--- config.mk ---
export PLATFORM = sky130hd
export DESIGN_NAME = pc_unit
export DESIGN_NICKNAME = d
export VERILOG_FILES = /design/src/rtl/pc_pkg.sv /design/src/rtl/pc_next_sel.sv /design/src/rtl/pc_unit.sv
export SDC_FILE = /design/constraint.sdc
export NUM_CORES = 1
export LEC_CHECK = 0
export CAP_MARGIN = 20
export CORE_MARGIN = 5
export CORE_UTILIZATION = 45
export CTS_CLUSTER_SIZE = 30
export DETAILED_ROUTE_END_ITERATION = 10
export PLACE_DENSITY = 0.83
export SLEW_MARGIN = 20
export SYNTH_ARGS = -nofsm -noshare
export SYNTH_HDL_FRONTEND = slang
export SYNTH_SLANG_ARGS = --single-unit
--- constraint.sdc ---
create_clock -name clk -period 4.7 [get_ports clk]
set_input_delay 1.41 -clock clk [delete_from_list [all_inputs] [get_ports clk]]
set_output_delay 1.41 -clock clk [all_outputs]
set_load 0.01 [all_outputs]
--- src/rtl/pc_pkg.sv ---
// Shared definitions for the program-counter stage.
//   pc_state_e       : FSM states (SLOT is only reachable when DELAY_SLOT_EN is defined)
//   INSTR_BYTES      : bytes per instruction, sequential PC increment
//   DEFAULT_RESET_PC : default fetch address after reset
package pc_pkg;

  typedef enum logic [1:0] {
    RUN  = 2'd0,
    SLOT = 2'd1,
    HALT = 2'd2
  } pc_state_e;

  localparam int unsigned INSTR_BYTES      = 4;
  localparam logic [31:0] DEFAULT_RESET_PC = 32'h0040_0000;

endpackage

--- src/rtl/pc_next_sel.sv ---
// Next-PC target selection (purely combinational).
//   i_pc_plus4       : sequential address, base for branch offsets
//   i_branch_taken   : conditional branch resolved taken
//   i_branch_imm     : sign-extended branch offset in words
//   i_jump           : J/JAL, target i_jump_addr
//   i_jump_addr      : pre-formed jump target
//   i_jr             : JR/JALR, target i_jr_addr
//   i_jr_addr        : register-sourced target
//   o_redirect       : some redirect is requested
//   o_target         : selected redirect target (priority jr > jump > branch)
//   o_misaligned     : selected target is not word aligned
module pc_next_sel
  import pc_pkg::*;
(
  input  logic [31:0] i_pc_plus4,
  input  logic        i_branch_taken,
  input  logic [31:0] i_branch_imm,
  input  logic        i_jump,
  input  logic [31:0] i_jump_addr,
  input  logic        i_jr,
  input  logic [31:0] i_jr_addr,
  output logic        o_redirect,
  output logic [31:0] o_target,
  output logic        o_misaligned
);

  logic [31:0] w_branch_target;

  // Word offset scaled to bytes; wraps mod 2^32.
  assign w_branch_target = i_pc_plus4 + (i_branch_imm * INSTR_BYTES);

  always_comb begin
    o_redirect = i_jr | i_jump | i_branch_taken;
    if (i_jr)
      o_target = i_jr_addr;
    else if (i_jump)
      o_target = i_jump_addr;
    else
      o_target = w_branch_target;
  end

  assign o_misaligned = |o_target[1:0];

endmodule

--- src/rtl/pc_unit.sv ---
// Program-counter stage: holds PC, selects next PC, traps misaligned redirects,
// counts retired (non-stalled RUN/SLOT) cycles.
// Optional feature macro: DELAY_SLOT_EN (branch delay slot via SLOT state).
//   clk            : clock, rising edge
//   reset          : synchronous, active-high
//   stall          : hold all state, drop redirects this cycle
//   branch_taken / branch_imm : conditional branch and word offset
//   jump / jump_addr          : J/JAL and its target
//   jr / jr_addr              : JR/JALR and its target
//   pc             : current fetch address
//   pc_plus4       : pc + 4 (combinational, wraps)
//   in_delay_slot  : current instruction is a delay slot (0 without macro)
//   misalign_err   : sticky misaligned-redirect trap
//   retired        : retired-cycle counter
module pc_unit
  import pc_pkg::*;
#(
  parameter logic [31:0] RESET_PC = DEFAULT_RESET_PC,
  parameter int unsigned CNT_W    = 32
) (
  input  logic             clk,
  input  logic             reset,
  input  logic             stall,
  input  logic             branch_taken,
  input  logic [31:0]      branch_imm,
  input  logic             jump,
  input  logic [31:0]      jump_addr,
  input  logic             jr,
  input  logic [31:0]      jr_addr,
  output logic [31:0]      pc,
  output logic [31:0]      pc_plus4,
  output logic             in_delay_slot,
  output logic             misalign_err,
  output logic [CNT_W-1:0] retired
);

  pc_state_e        r_state, w_state_nxt;
  logic [31:0]      r_pc, w_pc_nxt;
  logic             r_err, w_err_nxt;
  logic [CNT_W-1:0] r_retired;
  logic             w_retire;
  logic             w_redirect;
  logic [31:0]      w_target;
  logic             w_misaligned;
  logic [31:0]      w_pc_plus4;
`ifdef DELAY_SLOT_EN
  logic [31:0]      r_pend, w_pend_nxt;
`endif

  assign w_pc_plus4 = r_pc + 32'(INSTR_BYTES);

  pc_next_sel u_next_sel (
    .i_pc_plus4     (w_pc_plus4),
    .i_branch_taken (branch_taken),
    .i_branch_imm   (branch_imm),
    .i_jump         (jump),
    .i_jump_addr    (jump_addr),
    .i_jr           (jr),
    .i_jr_addr      (jr_addr),
    .o_redirect     (w_redirect),
    .o_target       (w_target),
    .o_misaligned   (w_misaligned)
  );

  always_ff @(posedge clk) begin
    if (reset) begin
      r_state   <= RUN;
      r_pc      <= RESET_PC;
      r_err     <= 1'b0;
      r_retired <= '0;
`ifdef DELAY_SLOT_EN
      r_pend    <= '0;
`endif
    end else begin
      r_state <= w_state_nxt;
      r_pc    <= w_pc_nxt;
      r_err   <= w_err_nxt;
      if (w_retire)
        r_retired <= r_retired + CNT_W'(1);
`ifdef DELAY_SLOT_EN
      r_pend  <= w_pend_nxt;
`endif
    end
  end

  always_comb begin
    w_state_nxt = r_state;
    w_pc_nxt    = r_pc;
    w_err_nxt   = r_err;
    w_retire    = 1'b0;
`ifdef DELAY_SLOT_EN
    w_pend_nxt  = r_pend;
`endif
    if (!stall) begin
      case (r_state)
        RUN: begin
          if (!w_redirect) begin
            w_pc_nxt = w_pc_plus4;
            w_retire = 1'b1;
          end else if (w_misaligned) begin
            // Trap: PC holds and the faulting cycle does not retire.
            w_err_nxt   = 1'b1;
            w_state_nxt = HALT;
          end else begin
`ifdef DELAY_SLOT_EN
            w_pend_nxt  = w_target;
            w_pc_nxt    = w_pc_plus4;
            w_state_nxt = SLOT;
`else
            w_pc_nxt    = w_target;
`endif
            w_retire    = 1'b1;
          end
        end
`ifdef DELAY_SLOT_EN
        SLOT: begin
          // Redirect inputs are ignored while the slot instruction issues.
          w_pc_nxt    = r_pend;
          w_state_nxt = RUN;
          w_retire    = 1'b1;
        end
`endif
        default: ;
      endcase
    end
  end

  assign pc           = r_pc;
  assign pc_plus4     = w_pc_plus4;
  assign misalign_err = r_err;
  assign retired      = r_retired;
`ifdef DELAY_SLOT_EN
  assign in_delay_slot = (r_state == SLOT);
`else
  assign in_delay_slot = 1'b0;
`endif

endmodule
Yosys cells after proc, flatten, opt, wreduce, memory -nomap -nowiden
Cells that the tools add are included.
{ "totals": {"regBits": 65, "input_bits": 102} }
{ "op_classes": {"addsub": 3, "eq_ne": 1, "n_mux": 8, "bitwise": 3, "reduce_logical": 4} }
{ "ops": {"columns": ["operator", "n"], "rows": [
  ["2-to-1 mux 32 bit", 4],
  ["adder 32 x 1 -> 32 bit, second input constant", 1],
  ["adder 32 x 3 -> 32 bit, second input constant", 1],
  ["adder 32 bit", 1],
  ["2-to-1 mux 1 bit", 4],
  ["AND reduction 4 bit", 1],
  ["AND reduction 3 bit", 1],
  ["logical NOT 2 bit", 1],
  ["!= test 2 bit, second input constant", 1],
  ["OR 1 bit", 2],
  ["OR reduction 2 bit", 1],
  ["inverter 1 bit", 1]
]} }

Depth between registers and ports, before layout
Gate-level depths: netlist of run 1.
{ "depth": {"depth_word": 9, "depth_mapped": 15, "depth_no_buf": 14} }

Cells and area by module
From an unflattened synthesis of run 1, not the netlist that was laid out.
{ "hier_totals": {"cells_unflattened": 856, "hier_area_um2": 6530.0} }
{ "by_module_without_submodules": {"columns": ["module", "instances", "cells_each", "area_per_inst_um2", "seq_area_each_um2"], "rows": [
  ["pc_unit", 1, 543, 4246.6, 1301.2],
  ["pc_next_sel", 1, 313, 2283.4, 0.0]
]} }

Worst setup path before layout of run 1
Ideal clock, no wire load.
{ "synth_timing": {"kind": "reg2reg", "from": "register r_pc[2] (netlist: pc[2])", "to": "register r_pc[29] (netlist: pc[29])", "setup_ns": 0.115, "arrival_ns": 4.120, "setup_slack_ns": 0.464, "path_stages_with_launch": 15, "path_buffers": 1, "period_less_slack_ns": 4.236, "path_cell_list": "dfxtp_1 > ha_1 > nand3_1 > nor4_1 > nand4_1 > xnor2_1 > ha_1 > clkbuf_1 > and4_1 > nand2_1 > or3_1 > o21a_1 > a2111oi_0 > o211ai_1 > and3_1"} }
{ "synth_between": {"elab_chain_cells": 6} }
{ "synth_rtl": {"columns": ["element", "line_no", "text"], "rows": [
  ["start, declared", "pc_unit.sv:38", "logic [31:0] r_pc, w_pc_nxt;"],
  ["start signal, assigned", "pc_unit.sv:76", "r_pc <= w_pc_nxt;"],
  ["adder 32 x 3 -> 32 bit", "pc_unit.sv:50", "assign w_pc_plus4 = r_pc + 32'(INSTR_BYTES);"],
  ["via pc_plus4[16]", "pc_unit.sv:31", "output logic [31:0] pc_plus4,"],
  ["adder 32 bit", "pc_next_sel.sv:30", "assign w_branch_target = i_pc_plus4 + (i_branch_imm * INSTR_BYTES);"],
  ["2-to-1 mux 32 bit", "pc_next_sel.sv:36", "else if (i_jump)"],
  ["2-to-1 mux 32 bit", "pc_next_sel.sv:34", "if (i_jr)"],
  ["2-to-1 mux 32 bit", "pc_unit.sv:100", "end else if (w_misaligned) begin"],
  ["2-to-1 mux 32 bit", "pc_unit.sv:97", "if (!w_redirect) begin"]
]} }
The timed path passes the listed nets, and every way through them passes these cells. The select of a mux whose other input is x is not followed.
A chain may end at the register's enable or synchronous reset.

Final worst setup path of run 1
{ "layout_timing": {"from": "register r_pc[3] (netlist: pc[3])", "to": "output pc_plus4[24]"} }
{ "layout_between": {"elab_chain_cells": 1} }
{ "layout_rtl": {"columns": ["element", "line_no"], "rows": [
  ["adder 32 x 3 -> 32 bit", "pc_unit.sv:50"],
  ["end, declared", "pc_unit.sv:31"]
]} }
Every way passes these cells.

==> run metrics, run 1 <==
H-tree levels 3; Remaining DRCs 0; clk_lat worst skew 350 ps; Post-Route WL 24,800 microns; I/O pins 200; global route overflow 0; Min-Delay Path Class flop to flop; drt pass-1 iters 5; max_cap viols 0; CP Data Required Time approximately 3300 ps; Die Footprint 15,800 sq um; sequential share of the synthesized area 0.215; CP max stage delay approximately 600 ps; Period minus WS final roughly 4500 ps; hold buffers post-CTS 0; slowest stage cell, crit path or4_4; vias in the first global route roughly 7,000; Via density 6.13; Nets around 1,200; initial antenna violation count 0; CTS Root Cell clkbuf_16; Num CTS Buffers 9; DIE WIDTH 126 microns; clock sink count between 60 and 70; CP top delay family simple AND/OR/NAND/NOR gates; layout cells sized above 1 0.0669; CP arrival around 3100 ps; CP Cell Sequence ha_2, nand3_1, or4_4, nor4_4, buf_4, xor2_1, clkdlybuf4s50_1; CTS tree built; Pins Over Slew Limit 0; die height ~130 microns; RSZ-0062 raised after global routing false; EDFF count, synth 0; Final ANT Viol Nets 0; maximum vdd drop 180 uV; core box area 13,200 sq um; post-synth net total 970; 1st-iter DRT viols between 700 and 800; Wirelength per Cell roughly 21 microns; design area 8610 sq um; flop and latch count out of synthesis 65; Synth Warn # 0; row cnt 42; CP Class flop to primary output; static leakage ~3.3 nW; Mapped Cells 830; endpoints failing hold 0; starting density of the core 0.458; critical path startpoint category flop; Final Skew 8.24 ps; ant diodes 0; Max Clock Freq around 220 MHz; top_reg_cell synth dfxtp_1; final setup fails 0; global-route wire length before repair 38,400 microns; Area Overhead vs Synth 42.6%; largest net degree at the start of global routing 36; Pwr Density ~230 nW/um^2; Final Cycle Share 0.960; setup bufs post-CTS 0; FFs w/ async S/R, synth 0; Final Wtd Congestion 1.00; Port-buffer cells 196; Mapped Area 6040 sq um; CP endpoint kind primary output; setup TNS 0 ps; dpl hpwl 19,100 microns; syn_area_per_cell 7.28 sq um; count of different cell masters after synthesis 74; critical path fanouts, max 5; Worst Tran Pin Value 663 ps; clock-pin slew on the worst setup and hold paths roughly 60 ps; status finished clean; Clock Tree Buf Depth 2; Area after DPL 8290 sq um; CP Buf/Inv Count 2; Slew HR 0.546; via count approximately 7,400; Total Routing Usage GR 0.301
final cells by class:
class / count / area (sq um)
fillers: 1179 / 4580
multi-input cells: 693 / 4450
repair buffers: 234 / 2240
flip-flops and latches: 65 / 1300
clock buffers: 9 / 225
well taps: 176 / 220
inverters: 24 / 90.1
clock inverters: 7 / 81.3
cells in the mapped netlist, types with 13 or more instances:
master     n  area, sq um
xor2_1    28          245
o21ai_0   55          275
nand4_1   26          163
dfxtp_1   65         1300
and3_1    15         93.8
a21oi_1   74          370
clkbuf_1  32          120
ha_1      37          463
nand3_1   32          160
xnor2_1   33          289
nor2_1    88          330
or3_1     17          106
inv_1     22         82.6
o22ai_1   13         81.3
a21o_1    13         97.6
nor3_1    23          115
nand2_1   74          278
worst paths after layout:
check,startpoint,end,slack [ps],cells after the start
max reg2reg,pc[3],pc[29],230,15
min reg2reg,retired[23],retired[23],510,2
max,pc[3],pc_plus4[24],190,7
min,retired[23],retired[23],510,2
cell families after synthesis:
| group | count (synthesis) | synth area share |
|---|---|---|
| compound gates | 265 | 0.285 |
| xor+xnor | 62 | 0.0912 |
| fa+ha+maj | 38 | 0.0800 |
| buf+inv | 72 | 0.0514 |
| flops | 65 | 0.215 |
| mux | 3 | 0.00497 |
| other cells | 1 | 0.000621 |
| simple gates | 324 | 0.271 |
power breakdown:
| group | switching (mW) | leakage, nW | internal [mW] |
|---|---|---|---|
| clock network | 0.299 | 0.148 | 0.421 |
| logic | 0.338 | 2.60 | 0.298 |
| registers | 0.0356 | 0.527 | 0.570 |
tightest hold or removal path: cells and delay by family, from the launching register on:
family / cells / cell delay, ps
flip-flops: 1 / 330
AO/OA/AOI/OAI: 2 / 130
sequential cells by signal, indices dropped and copies added, names as in the netlist:
signal   cells
r_state      1
retired     32
pc          32
routing by layer:
metal / share of wire / GRT usage / wire length, microns / up-vias
li1: - / - / - / 3506
met1: 0.41 / 0.388 / 10200 / 3409
met2: 0.46 / 0.496 / 11400 / 406
met3: 0.083 / 0.0453 / 2050 / 82
met4: 0.046 / 0.141 / 1140 / 0
met5: 0 / 0 / 0 / -
through the flow:
stage	utilization	worst slack [ps]	total power [mW]	hold slack [ps]	cells
floorplan	-	464	0.944	504	830
global placement	0.628	234	1.23	475	1192
detailed placement	0.628	241	1.24	500	1192
CTS	0.652	74.0	1.95	511	1208
global route	0.653	28.7	2.04	529	1208
finish	0.653	187	1.96	507	1208
layout by cell type (no fill, tap or decap), drive strengths merged, types with 9 or more instances in the layout:
| cell type | instances |
|---|---|
| nand4 | 27 |
| xor2 | 29 |
| clkbuf | 9 |
| and3 | 15 |
| or3 | 17 |
| o211ai | 12 |
| a211oi | 11 |
| dfxtp | 65 |
| and4 | 9 |
| o22ai | 13 |
| inv | 27 |
| buf | 39 |
| nand3 | 32 |
| ha | 37 |
| a21oi | 74 |
| o21ai | 56 |
| xnor2 | 33 |
| clkdlybuf4s50 | 195 |
| a21o | 13 |
| nor3 | 23 |
| nand2 | 74 |
| nor2 | 88 |
| nor4 | 13 |
what timing repair did:
item,4_1_cts,5_1_grt
hold endpoints to repair,0,0
gates resized for setup,1,3
gates cloned,0,0
pin swaps,0,0
setup endpoints to repair,1,2
Power figures use the tool's default switching activity.
==> run 2: changes to the inputs <==
--- a/config.mk
+++ b/config.mk
@@ -6,7 +6,7 @@
 export NUM_CORES = 1
 export LEC_CHECK = 0
 export CAP_MARGIN = 20
-export CORE_MARGIN = 5
+export CORE_MARGIN = 2
 export CORE_UTILIZATION = 45
 export CTS_CLUSTER_SIZE = 30
 export DETAILED_ROUTE_END_ITERATION = 10
@@ -15,3 +15,4 @@
 export SYNTH_ARGS = -nofsm -noshare
 export SYNTH_HDL_FRONTEND = slang
 export SYNTH_SLANG_ARGS = --single-unit
+export TNS_END_PERCENT = 50
==> run 2 against run 1 <==
Wire length down 2.2%. Design area up 0.71%. Critical path type unchanged. Largest power group unchanged. Global-route usage up 2.7 points. Sequential share of layout area down 0.11 points. Largest cell class unchanged. Die area down 9.3%. Flip-flop and latch count unchanged. Cell count up 0.58%. Clock skew down 1.5 ps. Sequential power about the same. Setup slack worse by 56 ps. Critical endpoint is now pc_plus4[29]. Hold slack worse by 2.1 ps.
==> run metrics, run 2 (synthesized netlist as in run 1, its figures left out) <==
status finished clean; Area after DPL 8350 sq um (+0.79%); Final Cycle Share 0.972 (+0.0120); layout cells sized above 1 0.0722 (+0.00532); critical path fanouts, max 8 (+3); 1st-iter DRT viols 711 (-9.8%); DIE WIDTH 120 microns (-4.8%); Slew HR 0.380 (-0.167); commonest non-fill, non-tap cell in the layout clkdlybuf4s50_1; Final Skew 6.77 ps (-1.47 ps); clock sink count 65 (unchanged); I/O pins 200 (unchanged); setup bufs post-CTS 0 (unchanged); design area 8670 sq um (+0.71%); H-tree levels 3 (unchanged); Area Overhead vs Synth 43.6%; global-route wire length before repair 37,200 microns (-3.2%); setup TNS 0 ps (unchanged); die height 120 microns (-4.8%); Final ANT Viol Nets 0 (unchanged); CTS Root Cell clkbuf_16; Clock Tree Buf Depth 2 (unchanged); Wirelength per Cell 20.0 microns (-2.7%); Pwr Density 227 nW/um^2 (-0.57%); CP Class flop to primary output; Max Clock Freq 219 MHz (-1.2%); clock-pin slew on the worst setup and hold paths 60 ps (about the same); Port-buffer cells 196 (unchanged); ant diodes 0 (unchanged); static leakage 3.30 nW (+0.96%); most frequent cells in the layout 195 x clkdlybuf4s50_1, 88 x nor2_1, 74 x nand2_1, 74 x a21oi_1, 65 x dfxtp_1; CP arrival 3160 ps (+60 ps); row cnt 42 (unchanged); Num CTS Buffers 9 (unchanged); endpoints failing hold 0 (unchanged); clk_lat worst skew 350 ps (about the same); Die Footprint 14,400 sq um (-9.3%); maximum vdd drop 163 uV (-9.8%); Worst Tran Pin Value 907 ps (+244 ps); largest net degree at the start of global routing 38 (+5.6%); CP Data Required Time 3290 ps (about the same); Period minus WS final 4570 ps (+56.2 ps); CP endpoint kind primary output; Total Routing Usage GR 0.328 (+0.0271); placed cell count 1,199 (+0.59%); Place WS 307 ps (+66.3 ps); Min-Delay Path Class flop to flop; Via density 6.20 (+1.1%); Remaining DRCs 0 (unchanged); CTS tree built; final worst slack 131 ps (-56.2 ps); Pins Over Slew Limit 0 (unchanged); RSZ-0062 raised after global routing false; Hold WS 505 ps (-2.08 ps); dpl hpwl 18,600 microns (-2.6%); via count 7,528 (+1.7%); max_cap viols 0 (unchanged); starting density of the core 0.458 (unchanged); drt pass-1 iters 6 (+1); core box area 13,200 sq um (unchanged); vias in the first global route 6,966 (-0.46%); critical path startpoint category flop; initial antenna violation count 0 (unchanged); Post-Route WL 24,300 microns (-2.2%); Final Wtd Congestion 1.04 (+3.6%); Nets 1,174 (+0.60%); global route overflow 0 (unchanged); non-filler instance count after layout 1,215 (+0.58%); final setup fails 0 (unchanged)
==> run 2: final cells by class <==
type	count	area [sq um]
clock buffer	9	225
timing repair buffer	241	2310
multi-input combinational	693	4450
inverter	24	90.1
clock inverter	7	82.6
fill	1175	4520
sequential	65	1300
tap	176	220
==> run 2: path summary, 6_finish.rpt <==
| path | from | endpoint | slack, ps | cells after the start |
|---|---|---|---|---|
| min | retired[1] | retired[1] | 500 | 2 |
| min reg2reg | retired[1] | retired[1] | 500 | 2 |
| max reg2reg | pc[3] | pc[29] | 300 | 15 |
| max | pc[19] | pc_plus4[29] | 130 | 5 |
==> run 2: critical path: stages, from the launching register on <==
cell             delay (ps)
dfxtp_1                 520
nand4_1                 270
or4_1                   620
nor3_1                  400
xor2_1                  380
clkdlybuf4s50_1         620
==> run 2: per-stage QoR <==
stage | util | total power [mW]
after floorplan | - | 0.944
after global placement | 0.633 | 1.24
after detailed placement | 0.633 | 1.25
after CTS | 0.657 | 1.96
after global routing | 0.658 | 2.04
final | 0.658 | 1.97
==> run 2: per-layer routing <==
layer / share of wire / up-vias / global-route usage
met3: 0.084 / 81 / 0.0556
met4: 0.038 / 0 / 0.138
met1: 0.40 / 3496 / 0.419
met5: 0 / - / 0
met2: 0.47 / 426 / 0.547
li1: - / 3525 / -
==> run 2: what timing repair did <==
action / in CTS / in global routing
pin swaps: 0 / 0
setup endpoints to repair: 1 / 1
resized for setup: 1 / 2
hold buffers: 0 / 0
==> run 2: report_power, final <==
group          internal (mW)  leakage [nW]  switching, mW  total, mW
combinational          0.306          2.63          0.342      0.649
sequential             0.570         0.527         0.0356      0.606
clock                  0.420         0.145          0.290      0.710
total                   1.30          3.30          0.668       1.97
